`config.mk`:
```
export PLATFORM = sky130hd
export DESIGN_NAME = alu_result_fifo
export DESIGN_NICKNAME = d
export VERILOG_FILES = /design/src/rtl/alu_result_fifo.sv
export SDC_FILE = /design/constraint.sdc
export NUM_CORES = 1
export LEC_CHECK = 0
export ABC_AREA = 1
export CAP_MARGIN = 20
export CORE_MARGIN = 1.5
export CORE_UTILIZATION = 25
export DETAILED_ROUTE_END_ITERATION = 10
export PLACE_DENSITY = 0.39
export SKIP_CTS_REPAIR_TIMING = 1
export SYNTH_ARGS = -nofsm -noshare
export SYNTH_HDL_FRONTEND = slang
export SYNTH_SLANG_ARGS = --single-unit
```
`constraint.sdc`:
```
create_clock -name clk -period 5.7 [get_ports clk]
set_input_delay 1.14 -clock clk [delete_from_list [all_inputs] [get_ports clk]]
set_output_delay 1.14 -clock clk [all_outputs]
set_load 0.005 [all_outputs]
```
`src/rtl/alu_result_fifo.sv`:
```
// Result capture FIFO behind the 8-bit ALU: stores {zero, sign, ov, cout, z}.
// Define ALU_STICKY_FLAGS_EN to add sticky overflow/carry status.
module alu_result_fifo #(
    parameter int WIDTH = 8,
    parameter int DEPTH = 4,
    parameter int CNT_W = $clog2(DEPTH) + 1
) (
    input  logic             clk,
    input  logic             rst,
    input  logic             in_valid,
    output logic             in_ready,
    input  logic [WIDTH-1:0] in_z,
    input  logic             in_ov,
    input  logic             in_sign,
    input  logic             in_cout,
    output logic             out_valid,
    input  logic             out_ready,
    output logic [WIDTH-1:0] out_data,
    output logic [3:0]       out_flags,
`ifdef ALU_STICKY_FLAGS_EN
    output logic             sticky_ov,
    output logic             sticky_cout,
    input  logic             clr_sticky,
`endif
    output logic [CNT_W-1:0] count
);

    localparam int AW = CNT_W - 1;
    localparam int EW = WIDTH + 4;

    logic [EW-1:0]    mem [DEPTH];
    logic [CNT_W-1:0] wr_ptr;
    logic [CNT_W-1:0] rd_ptr;
    logic [CNT_W-1:0] cnt_q;
    logic             empty;
    logic             full;
    logic             push;
    logic             pop;
    logic             zero;
    logic [EW-1:0]    head;

    // Extra wrap bit distinguishes full from empty when indexes match.
    assign empty = (wr_ptr == rd_ptr);
    assign full  = (wr_ptr[AW-1:0] == rd_ptr[AW-1:0]) &&
                   (wr_ptr[AW] != rd_ptr[AW]);

    assign in_ready  = !full;
    assign out_valid = !empty;

    assign push = in_valid && in_ready;
    assign pop  = out_valid && out_ready;
    assign zero = (in_z == '0);

    assign head      = mem[rd_ptr[AW-1:0]];
    assign out_data  = head[WIDTH-1:0];
    assign out_flags = head[EW-1:WIDTH];
    assign count     = cnt_q;

    always_ff @(posedge clk) begin
        if (push && !rst) begin
            mem[wr_ptr[AW-1:0]] <= {zero, in_sign, in_ov, in_cout, in_z};
        end
    end

    always_ff @(posedge clk) begin
        if (rst) begin
            wr_ptr <= '0;
            rd_ptr <= '0;
            cnt_q  <= '0;
        end else begin
            if (push) wr_ptr <= wr_ptr + CNT_W'(1);
            if (pop)  rd_ptr <= rd_ptr + CNT_W'(1);
            unique case (1'b1)
                push && !pop: cnt_q <= cnt_q + CNT_W'(1);
                pop && !push: cnt_q <= cnt_q - CNT_W'(1);
                default:      cnt_q <= cnt_q;
            endcase
        end
    end

`ifdef ALU_STICKY_FLAGS_EN
    // Clear wins over a same-cycle accumulate.
    always_ff @(posedge clk) begin
        if (rst || clr_sticky) begin
            sticky_ov   <= 1'b0;
            sticky_cout <= 1'b0;
        end else if (push) begin
            sticky_ov   <= sticky_ov | in_ov;
            sticky_cout <= sticky_cout | in_cout;
        end
    end
`endif

endmodule

```
# After elaboration in Yosys (flattened, before gate mapping)
# Memories as Yosys holds them, arrays and structs flattened. A register that Yosys moved wholly into a read port is not among the register bits.
# Index checks and enable logic that the tools add are counted.
totals:
  reg_bits: 9
  ramBits: 48
  in_bits: 15
  output_inout_bits: 17
  elab_cells: 29
  memories: 1
memory_table:
  columns: ["name", "depth", "word_bits", "rd", "rd_clocked_by_memory_dff", "wr", "line_no", "source"]
  rows:
  - ["mem", 4, 12, 1, 1, 1, "31", "logic [EW-1:0] mem [DEPTH];"]
classes:
  addsub: 4
  eq_ne: 3
  n_mux: 5
  reduce_logical: 13
ops:
  columns: ["operator", "n"]
  rows:
  - ["3-bit by 1-bit adder with 3-bit output (second input constant)", 3]
  - ["8-bit zero test", 1]
  - ["1-bit logical AND", 6]
  - ["3-bit one-hot mux with 2 select lines", 1]
  - ["1-bit zero test", 5]
  - ["2-bit two-way mux", 2]
  - ["3-bit == test", 1]
  - ["3-bit by 1-bit subtractor with 3-bit output (second input constant)", 1]
  - ["2-bit == test", 1]
  - ["1-bit two-way mux", 2]
  - ["2-bit nonzero test", 1]
  - ["1-bit inequality test", 1]

# Longest topological paths before layout
# Gate-level depths: netlist of run 1.
logic_depth:
  ltp_word: 7
  mapped_depth: 14
  ltp_nobuf: 14

# Worst setup path before layout of run 1
# Ideal clock, no wire load.
synth_path:
  kind: "input to register"
  startpoint: "input rst"
  endpoint: "memory mem[0][0] (netlist name) (enable)"
  arrival_ps: 1898
  t_required_ps: 5320
  path_slack_ps: 3421
  path_stages: 3
  n_path_buf: 0
  cell_sequence: "clkinv_1 -> nand3_2 -> nor2_1"
synth_via:
  elab_chain_len: 4
synth_lines:
  columns: ["element", "line_no", "source"]
  rows:
  - ["start: declaration", "9", "input logic rst,"]
  - ["1-bit zero test", "60", "if (push && !rst) begin"]
  - ["1-bit logical AND", "60", null]
  - ["1-bit two-way mux", "60", null]
  - ["1-bit two-way mux (not written as such)", "61", "mem[wr_ptr[AW-1:0]] <= {zero, in_sign, in_ov, in_cout, in_z};"]
  - ["end: declaration", "31", null]
# Every way passes these cells.

==> reports/qor.txt, run 1 <==
Reg clk slew, reported paths: 0.06 ns
Proportion of netlist area held by the largest area contributor: 58.72%
Net switching power of the design: 0.2716 mW
Reg2reg start: wr_ptr[1]$_SDFFE_PP0P_
Setup-failing EPs final: 0
RSZ-0062 raised after global routing: false
CTS H-tree lvls: 3
Gate power share: 15.2%
Clock network fraction of design power: 40.0%
Cell area power density: 358.2 nW/um^2
Flop2flop setup slack: 3.65 ns
Floorplan die height: 102.1 um
Detailed Place HPWL: 3.314 mm
Final period demand of the worst path: 3.834 ns
Slew Limit Headroom: 43.75%
Reg-to-reg critical path endpoint: count[2]$_SDFFE_PP0P_
Worst path bufs/invs: 2
Root Driver: sky130_fd_sc_hd__clkbuf_8
Register bit count reported by yosys: 59
Total grt overflow: 0
List of cells traversed by the critical path: inv_1, o21ai_0, o22ai_1, clkdlybuf4s50_1
Worst Hold Launch: count[2]$_SDFFE_PP0P_
Top-Level Pins: 32
Setup tns final: 0 ns
Adder-cell share of the synthesized area: 3.874%
Routed wirelength normalized by instance count: 13.26 um
Number of antenna violations at the first check in global routing: 0
Internal Dissipation: 0.8613 mW
Crit Path Class: flop to output port
R2R depth: 13
Setup crit start kind: flop
CP peak stage delay: 0.87 ns
Timing-limited maximum frequency: 0.2608 GHz
Detailed-router iteration count before antenna repair: 4
Post-synthesis to final-layout area growth: 28.85%
Placed Cells incl. Taps: 373
Cts bufs inserted: 9
Synthesized area: 2455 um^2
Initial detailed-routing violation count: 48
Global-route wire length before repair: 8.073 mm
Placement-stage worst setup slack: 2.175 ns
Final nets: 277
Smallest setup slack after layout: 1.866 ns
Max capacitance violation total: 0
Kind of cell with the highest combined delay on the critical path: buffers and inverters
Proportion of total power due to net switching: 23.97%
Path category of the worst min-delay check: flop to flop
Die Wd: 102.1 um
Row cnt: 35
Compound-Gate Fraction of Synth Area: 10.40%
Floorplan Core Area: 9371 um^2
Vias in the first global route: 1517
Critical Path AT: 2.69 ns
Cells after synthesis: 216
Simple-gate share of the synthesized area: 13.40%
Maximum clock path buffer count: 2
Main combinational cell family by area after synthesis: simple AND/OR/NAND/NOR gates
Worst-skew pair later-pin latency: 0.33 ns
Register share of total power: 44.8%
Maximum number of pins on one net before global-route repair: 26
Number of endpoints with negative hold slack in the final report: 0
Initial core utilization: 26.19%
Routability Congestion: 0.6539
Worst Clk Skew: 0.006396 ns
Worst path slowest cell: sky130_fd_sc_hd__dfxtp_1
Sequential fraction of the synthesis area: 67.69%
CP endpoint kind: output port
Clock tree from TritonCTS: yes
Drc violations: 0
Cell type with the largest total area after synthesis: sky130_fd_sc_hd__edfxtp_1
Leak pwr: 1.149 nW
Fin crit share: 67.26%
Finished Core Util: 33.75%
Final Routed Wirelength: 5.158 mm
Post-synth cell types: 19
Total count of max-transition violations in the final report: 0
Post-Synthesis Net Count: 238
Total via count after detailed routing: 1677
Run status: finished, final reports clean
Number of antenna diodes: 0
Die area: 10420 um^2
Number of nets still failing antenna checks after routing: 0
Leading cell types in the layout, fill and taps excluded: 48 x sky130_fd_sc_hd__edfxtp_1, 34 x sky130_fd_sc_hd__nor2_1, 31 x sky130_fd_sc_hd__clkdlybuf4s50_1
Overall global routing resource usage: 10.77%
Number of port buffers: 31
Mux share of post-synthesis cell area: 0%
Worst VDD drop: 0.1862 mV
Sinks on Clock Net: 59
Cells taking the most area after synthesis: sky130_fd_sc_hd__edfxtp_1 59%, sky130_fd_sc_hd__dfxtp_1 9.0%, sky130_fd_sc_hd__o21ai_0 5.5%, sky130_fd_sc_hd__nor2_1 5.4%, sky130_fd_sc_hd__nand2_1 3.5%
Leading cell type in the layout, fill and taps excluded: sky130_fd_sc_hd__edfxtp_1
Fraction of final layout cells with drive strength greater than 1: 9.231%
Ys Warns: 0
Required time at the worst-slack endpoint: 4.56 ns
XOR/XNOR Fraction of Synth Area: 0%
Average cell area after synthesis: 11.37 um^2
Fin cells: 389
Hold Path Cell Cnt: 2
Hold Path Sink: count[2]$_SDFFE_PP0P_
Pin slew with the least headroom to its limit: 0.8426 ns
Crit Path Max Fanout: 25
Vias per Instance: 4.311
synthesized netlist by cell type (all sizes together):
master  number
o22ai       12
buf          4
nor2        35
a21oi        9
o21ai       27
nor4         2
dfxtp       11
nand2       25
edfxtp      48
clkbuf       2
fa           1
and2         1
ha           6
nand3       10
inv         22
clkinv       1
how the worst max path moves through the flow:
| stage | to | slack, ns | depth (start not counted) |
|---|---|---|---|
| floorplan | mem[0][0]$_DFFE_PP_ | 3.42 | 3 |
| global placement | out_data[5] | 2.28 | 4 |
| detailed placement | out_data[0] | 2.18 | 4 |
| CTS | out_data[0] | 1.82 | 4 |
| global route | out_data[5] | 1.64 | 4 |
| finish | out_data[0] | 1.87 | 4 |
state kept, by name, summed over array words and instances (netlist names), named ones only:
register / flops
mem: 48
count: 3
rd_ptr: 3
wr_ptr: 3
kinds of logic after synthesis:
logic type,Yosys count
buffers and inverters,29
AO/OA/AOI/OAI,48
flip-flops,59
AND/OR/NAND/NOR,73
adder cells (fa/ha/maj),7
cell type report:
class	count	area, um^2
fill	974	6208
sequential	59	1662
multi-input combinational	128	681.9
timing repair buffer	34	332.8
tap	129	161.4
clock buffer	9	123.9
clock inverter	7	115.1
inverter	23	86.33
stage by stage:
stage / hold WS [ns] / total power, mW / area, um^2
2_1_floorplan: 0.4569 / 0.5984 / 2455
3_3_place_gp: 0.4590 / 0.6904 / 2917
3_5_place_dp: 0.4631 / 0.6919 / 2924
4_1_cts: 0.4794 / 1.154 / 3163
5_1_grt: 0.5069 / 1.196 / 3163
6_report: 0.4801 / 1.133 / 3163
power groups by stage:
stage          clock (mW)  sequential [mW]  combinational [mW]
3_5_place_dp            0            0.516               0.176
2_1_floorplan           0            0.505              0.0938
6_report            0.453            0.507               0.172
4_1_cts             0.470            0.507               0.177
5_1_grt             0.490            0.510               0.196
3_3_place_gp            0            0.516               0.175
routing by layer:
layer  GRT usage (%)  vias to the layer above  wire, um
met2           16.25                       35      2382
met4           4.742                        0        83
li1                -                      831         -
met3           4.241                        8       265
met5               0                        -         0
met1           13.71                      803      2426
worst register-to-register path: cells and delay by family (launching register included):
family                   cells  cell delay, ns
AND/OR/NAND/NOR              6            0.51
buffers and inverters        3            0.24
adder cells (fa/ha/maj)      2            0.55
flip-flops                   1            0.42
AO/OA/AOI/OAI                2            0.21
(Power assumes the default switching activity.)
==> inputs of run 2 (changes only) <==
--- a/config.mk
+++ b/config.mk
@@ -10,7 +10,7 @@
 export CORE_MARGIN = 1.5
 export CORE_UTILIZATION = 25
 export DETAILED_ROUTE_END_ITERATION = 10
-export PLACE_DENSITY = 0.39
+export PLACE_DENSITY = 0.41
 export SKIP_CTS_REPAIR_TIMING = 1
 export SYNTH_ARGS = -nofsm -noshare
 export SYNTH_HDL_FRONTEND = slang
==> constraint.sdc (replaced) <==
create_clock -name clk -period 3.3 [get_ports clk]
set_input_delay 0.66 -clock clk [delete_from_list [all_inputs] [get_ports clk]]
set_output_delay 0.66 -clock clk [all_outputs]
set_load 0.005 [all_outputs]
==> reports/qor.txt, run 2 (synthesis results as in run 1) <==
Critical Path AT: 2.02 ns
Routability Congestion: 0.6532
Floorplan Core Area: 9371 um^2
Reg clk slew, reported paths: 0.06 ns
Global-route wire length before repair: 8.487 mm
Pin slew with the least headroom to its limit: 0.4559 ns
Total number of cells along the worst setup path: 4
Total count of max-transition violations in the final report: 0
Leading cell type in the layout, fill and taps excluded: sky130_fd_sc_hd__edfxtp_1
CP peak stage delay: 0.54 ns
Leading cell types in the layout, fill and taps excluded: 48 x sky130_fd_sc_hd__edfxtp_1, 35 x sky130_fd_sc_hd__nor2_1, 31 x sky130_fd_sc_hd__clkdlybuf4s50_1
Fin crit share: 81.07%
Cell area after placement: 2944 um^2
Die Wd: 102.1 um
Vias in the first global route: 1621
Area occupied by registers: 1662 um^2
Crit Path Max Fanout: 13
Detailed Place HPWL: 3.258 mm
Final period demand of the worst path: 2.675 ns
Multi-input logic area: 679.4 um^2
Die area: 10420 um^2
Vias per Instance: 4.179
Run status: finished, final reports clean
Worst-skew pair later-pin latency: 0.33 ns
Worst VDD drop: 0.2305 mV
Required time at the worst-slack endpoint: 2.64 ns
Sinks on Clock Net: 59
Cell area power density: 574.1 nW/um^2
R2R depth: 13
Worst path slowest cell: sky130_fd_sc_hd__clkdlybuf4s50_1
Crit Path Class: flop to output port
RSZ-0062 raised after global routing: false
Setup crit start kind: flop
Routed wirelength normalized by instance count: 13.07 um
Root Driver: sky130_fd_sc_hd__clkbuf_8
Slew Limit Headroom: 69.57%
Number of antenna diodes: 0
Flip-flop count of the largest register after layout: 48
Setup-failing EPs final: 0
Timing-limited maximum frequency: 0.3738 GHz
Hold Path Cell Cnt: 1
Clock tree from TritonCTS: yes
Leak pwr: 1.143 nW
Number of antenna violations at the first check in global routing: 0
Initial detailed-routing violation count: 45
Worst Clk Skew: 0.008773 ns
CTS H-tree lvls: 3
Drc violations: 0
Number of endpoints with negative hold slack in the final report: 0
Path category of the worst min-delay check: flop to flop
Overall global routing resource usage: 11.15%
Maximum number of pins on one net before global-route repair: 25
Cts bufs inserted: 9
Number of port buffers: 31
Maximum clock path buffer count: 2
Max capacitance violation total: 0
Initial core utilization: 26.19%
Kind of cell with the highest combined delay on the critical path: buffers and inverters
Final nets: 280
Top-Level Pins: 32
Total grt overflow: 0
Detailed-router iteration count before antenna repair: 5
Number of inserted filler cells in the final layout: 977
Design Area, Final: 3126 um^2
CP endpoint kind: output port
Total via count after detailed routing: 1634
Number of nets still failing antenna checks after routing: 0
Floorplan die height: 102.1 um
Row cnt: 35
Worst path bufs/invs: 2
List of cells traversed by the critical path: inv_1, o21ai_0, o22ai_1, clkdlybuf4s50_1
Fraction of final layout cells with drive strength greater than 1: 9.542%
Final Routed Wirelength: 5.111 mm
Setup tns final: 0 ns
Post-synthesis to final-layout area growth: 27.32%
run 2: cell types whose count changed in the layout (fill, tap and decap cells not counted):
cell                         change
sky130_fd_sc_hd__inv_6           -1
sky130_fd_sc_hd__nor2_1          +1
sky130_fd_sc_hd__buf_4           +3
sky130_fd_sc_hd__clkinv_2        +2
sky130_fd_sc_hd__clkinvlp_4      -1
sky130_fd_sc_hd__nor2_2          -1
sky130_fd_sc_hd__clkinv_4        +1
sky130_fd_sc_hd__bufinv_16       -2
run 2: stage by stage:
step           utilization [%]  total power [mW]  instances  hold WS (ns)  setup WS (ns)
2_1_floorplan                -             1.034        216        0.4569          1.473
3_3_place_gp             31.42             1.204        376        0.4590         0.8716
3_5_place_dp             31.42             1.203        376        0.4651         0.8537
4_1_cts                  33.35             1.822        391        0.4819         0.5741
5_1_grt                  33.35             1.896        391        0.4992         0.4658
6_report                 33.35             1.794        391        0.4768         0.6246
run 2: worst paths after layout:
| kind | from | slack [ns] | end |
|---|---|---|---|
| min reg2reg | count[0]$_SDFFE_PP0P_ | 0.48 | count[0]$_SDFFE_PP0P_ |
| min | count[0]$_SDFFE_PP0P_ | 0.48 | count[0]$_SDFFE_PP0P_ |
| max | flop | 0.62 | out_flags[3] |
| max reg2reg | wr_ptr[0]$_SDFFE_PP0P_ | 1.26 | count[2]$_SDFFE_PP0P_ |
run 2: metal layers:
metal	wire length [um]	part of all wire [%]	GRT usage [%]
met4	17	0.33	3.161
met3	238	4.7	4.514
met1	2339	46	14.17
met2	2515	49	17.58
met5	0	0	0
run 2: cell type report:
cell class | count | area share [%]
Sequential cell | 59 | 53.16
Inverter | 23 | 2.762
Tap cell | 129 | 5.164
Timing Repair Buffer | 37 | 11.37
Clock buffer | 9 | 3.963
Multi-Input combinational cell | 128 | 21.74
Clock inverter | 6 | 1.841
run 2: where the power goes:
part	total (mW)	internal (mW)	switching (mW)
Sequential	0.863	0.838	0.0251
Combinational	0.318	0.155	0.163
Clock	0.613	0.339	0.274
==> inputs of run 3 (changes only) <==
--- a/config.mk
+++ b/config.mk
@@ -10,7 +10,7 @@
 export CORE_MARGIN = 1.5
 export CORE_UTILIZATION = 25
 export DETAILED_ROUTE_END_ITERATION = 10
-export PLACE_DENSITY = 0.41
+export PLACE_DENSITY = 0.39
 export SKIP_CTS_REPAIR_TIMING = 1
 export SYNTH_ARGS = -nofsm -noshare
 export SYNTH_HDL_FRONTEND = slang
==> constraint.sdc (replaced) <==
create_clock -name clk -period 2.75 [get_ports clk]
set_input_delay 0.55 -clock clk [delete_from_list [all_inputs] [get_ports clk]]
set_output_delay 0.55 -clock clk [all_outputs]
set_load 0.005 [all_outputs]
==> reports/qor.txt, run 3 (synthesis results as in run 1) <==
Run status: finished, final reports clean
Final nets: 283
Cts bufs inserted: 9
Required time at the worst-slack endpoint: 2.20 ns
Path category of the worst min-delay check: flop to flop
Reg clk slew, reported paths: 0.07 ns
Vias in the first global route: 1645
R2R depth: 13
Die Wd: 102.1 um
Detailed Place HPWL: 3.499 mm
Leak pwr: 1.139 nW
CP peak stage delay: 0.52 ns
Leading cell types in the layout, fill and taps excluded: 48 x sky130_fd_sc_hd__edfxtp_1, 35 x sky130_fd_sc_hd__nor2_1, 31 x sky130_fd_sc_hd__clkdlybuf4s50_1
Sinks on Clock Net: 59
Setup-failing EPs final: 0
Pwr Total: 2.091 mW
Total via count after detailed routing: 1649
Placement-stage worst setup slack: 0.3791 ns
Final Routed Wirelength: 5.330 mm
Worst path slowest cell: sky130_fd_sc_hd__dfxtp_2
Number of port buffers: 31
Smallest setup slack after layout: 0.2957 ns
Reg2reg start: wr_ptr[0]$_SDFFE_PP0P_
Detailed-router iteration count before antenna repair: 4
Flop2flop setup slack: 0.69 ns
Cell area power density: 665.9 nW/um^2
Number of antenna violations at the first check in global routing: 0
Number of antenna diodes: 0
Flip-flop count of the largest register after layout: 48
Maximum clock path buffer count: 2
Worst path bufs/invs: 2
Fin Hold WS: 0.4672 ns
Slew Limit Headroom: 63.43%
Cell area after placement: 2967 um^2
Critical Path AT: 1.90 ns
Vias per Instance: 4.175
Setup crit start kind: flop
Timing endpoint of the critical path: out_flags[3]
Final period demand of the worst path: 2.454 ns
Number of nets still failing antenna checks after routing: 0
Drc violations: 0
Setup tns final: 0 ns
Overall global routing resource usage: 11.43%
Routability Congestion: 0.7108
Leading cell type in the layout, fill and taps excluded: sky130_fd_sc_hd__edfxtp_1
Max capacitance violation total: 0
Root Driver: sky130_fd_sc_hd__clkbuf_8
Global-route wire length before repair: 8.631 mm
Worst Clk Skew: 0.005699 ns
Row cnt: 35
Reg-to-reg critical path endpoint: count[2]$_SDFFE_PP0P_
List of cells traversed by the critical path: clkinvlp_4, o21ai_0, o22ai_1, clkdlybuf4s50_1
Finished Core Util: 33.51%
Floorplan Core Area: 9371 um^2
Worst VDD drop: 0.3815 mV
Initial detailed-routing violation count: 40
Routed wirelength normalized by instance count: 13.49 um
Crit Path Class: flop to output port
Total grt overflow: 0
Fin crit share: 89.25%
Number of endpoints with negative hold slack in the final report: 0
Placed Cells incl. Taps: 379
Initial core utilization: 26.19%
Total number of cells along the worst setup path: 4
RSZ-0062 raised after global routing: false
Total count of max-transition violations in the final report: 0
Fin cells: 395
Maximum number of pins on one net before global-route repair: 17
CP endpoint kind: output port
Fraction of final layout cells with drive strength greater than 1: 11.65%
Die area: 10420 um^2
Crit Path Max Fanout: 13
CTS H-tree lvls: 3
Timing-limited maximum frequency: 0.4074 GHz
Kind of cell with the highest combined delay on the critical path: buffers and inverters
Clock tree from TritonCTS: yes
Worst-skew pair later-pin latency: 0.33 ns
Pin slew with the least headroom to its limit: 0.5465 ns
Design Area, Final: 3141 um^2
Floorplan die height: 102.1 um
Post-synthesis to final-layout area growth: 27.93%
Top-Level Pins: 32
-- run 3: layout make-up --
type | count | area, um^2
multi-input cells | 128 | 679.4
clock buffers | 9 | 123.9
fillers | 1023 | 6231
clock inverters | 7 | 45.04
flip-flops and latches | 59 | 1663
inverters | 23 | 90.09
well taps | 129 | 161.4
repair buffers | 40 | 377.9
-- run 3: power by group --
group | leakage [nW] | switching (mW) | internal (mW)
logic | 0.527 | 0.192 | 0.192
clock network | 0.0787 | 0.344 | 0.321
registers | 0.533 | 0.0356 | 1.01
-- run 3: per-layer routing --
| metal | vias to the layer above | GRT usage [%] | wire, um |
|---|---|---|---|
| met5 | - | 0 | 0 |
| met4 | 0 | 3.793 | 76 |
| met3 | 6 | 4.514 | 269 |
| met2 | 31 | 18.03 | 2428 |
| met1 | 772 | 14.35 | 2555 |
| li1 | 840 | - | - |
-- run 3: how the worst min path moves through the flow --
stage | start | endpoint | slack (ns) | depth (start not counted)
detailed placement | count[2]$_SDFFE_PP0P_ | count[2]$_SDFFE_PP0P_ | 0.46 | 2
CTS | count[2]$_SDFFE_PP0P_ | count[2]$_SDFFE_PP0P_ | 0.47 | 2
global placement | count[2]$_SDFFE_PP0P_ | count[2]$_SDFFE_PP0P_ | 0.45 | 2
floorplan | count[2]$_SDFFE_PP0P_ | count[2]$_SDFFE_PP0P_ | 0.46 | 2
finish | count[2]$_SDFFE_PP0P_ | count[2]$_SDFFE_PP0P_ | 0.47 | 2
global route | count[2]$_SDFFE_PP0P_ | count[2]$_SDFFE_PP0P_ | 0.50 | 2
-- run 3: worst reg2reg max path: stages (launching register included) --
cell                      delay, ns
sky130_fd_sc_hd__dfxtp_1       0.45
sky130_fd_sc_hd__inv_1         0.11
sky130_fd_sc_hd__nand2_1       0.09
sky130_fd_sc_hd__nand2_2       0.09
sky130_fd_sc_hd__nand3_4       0.11
sky130_fd_sc_hd__nand2_1       0.07
sky130_fd_sc_hd__inv_1         0.07
sky130_fd_sc_hd__ha_1          0.16
sky130_fd_sc_hd__inv_1         0.06
sky130_fd_sc_hd__fa_1          0.38
sky130_fd_sc_hd__nand2_1       0.08
sky130_fd_sc_hd__nand3_1       0.07
sky130_fd_sc_hd__o21ai_0       0.16
sky130_fd_sc_hd__a21oi_1       0.05
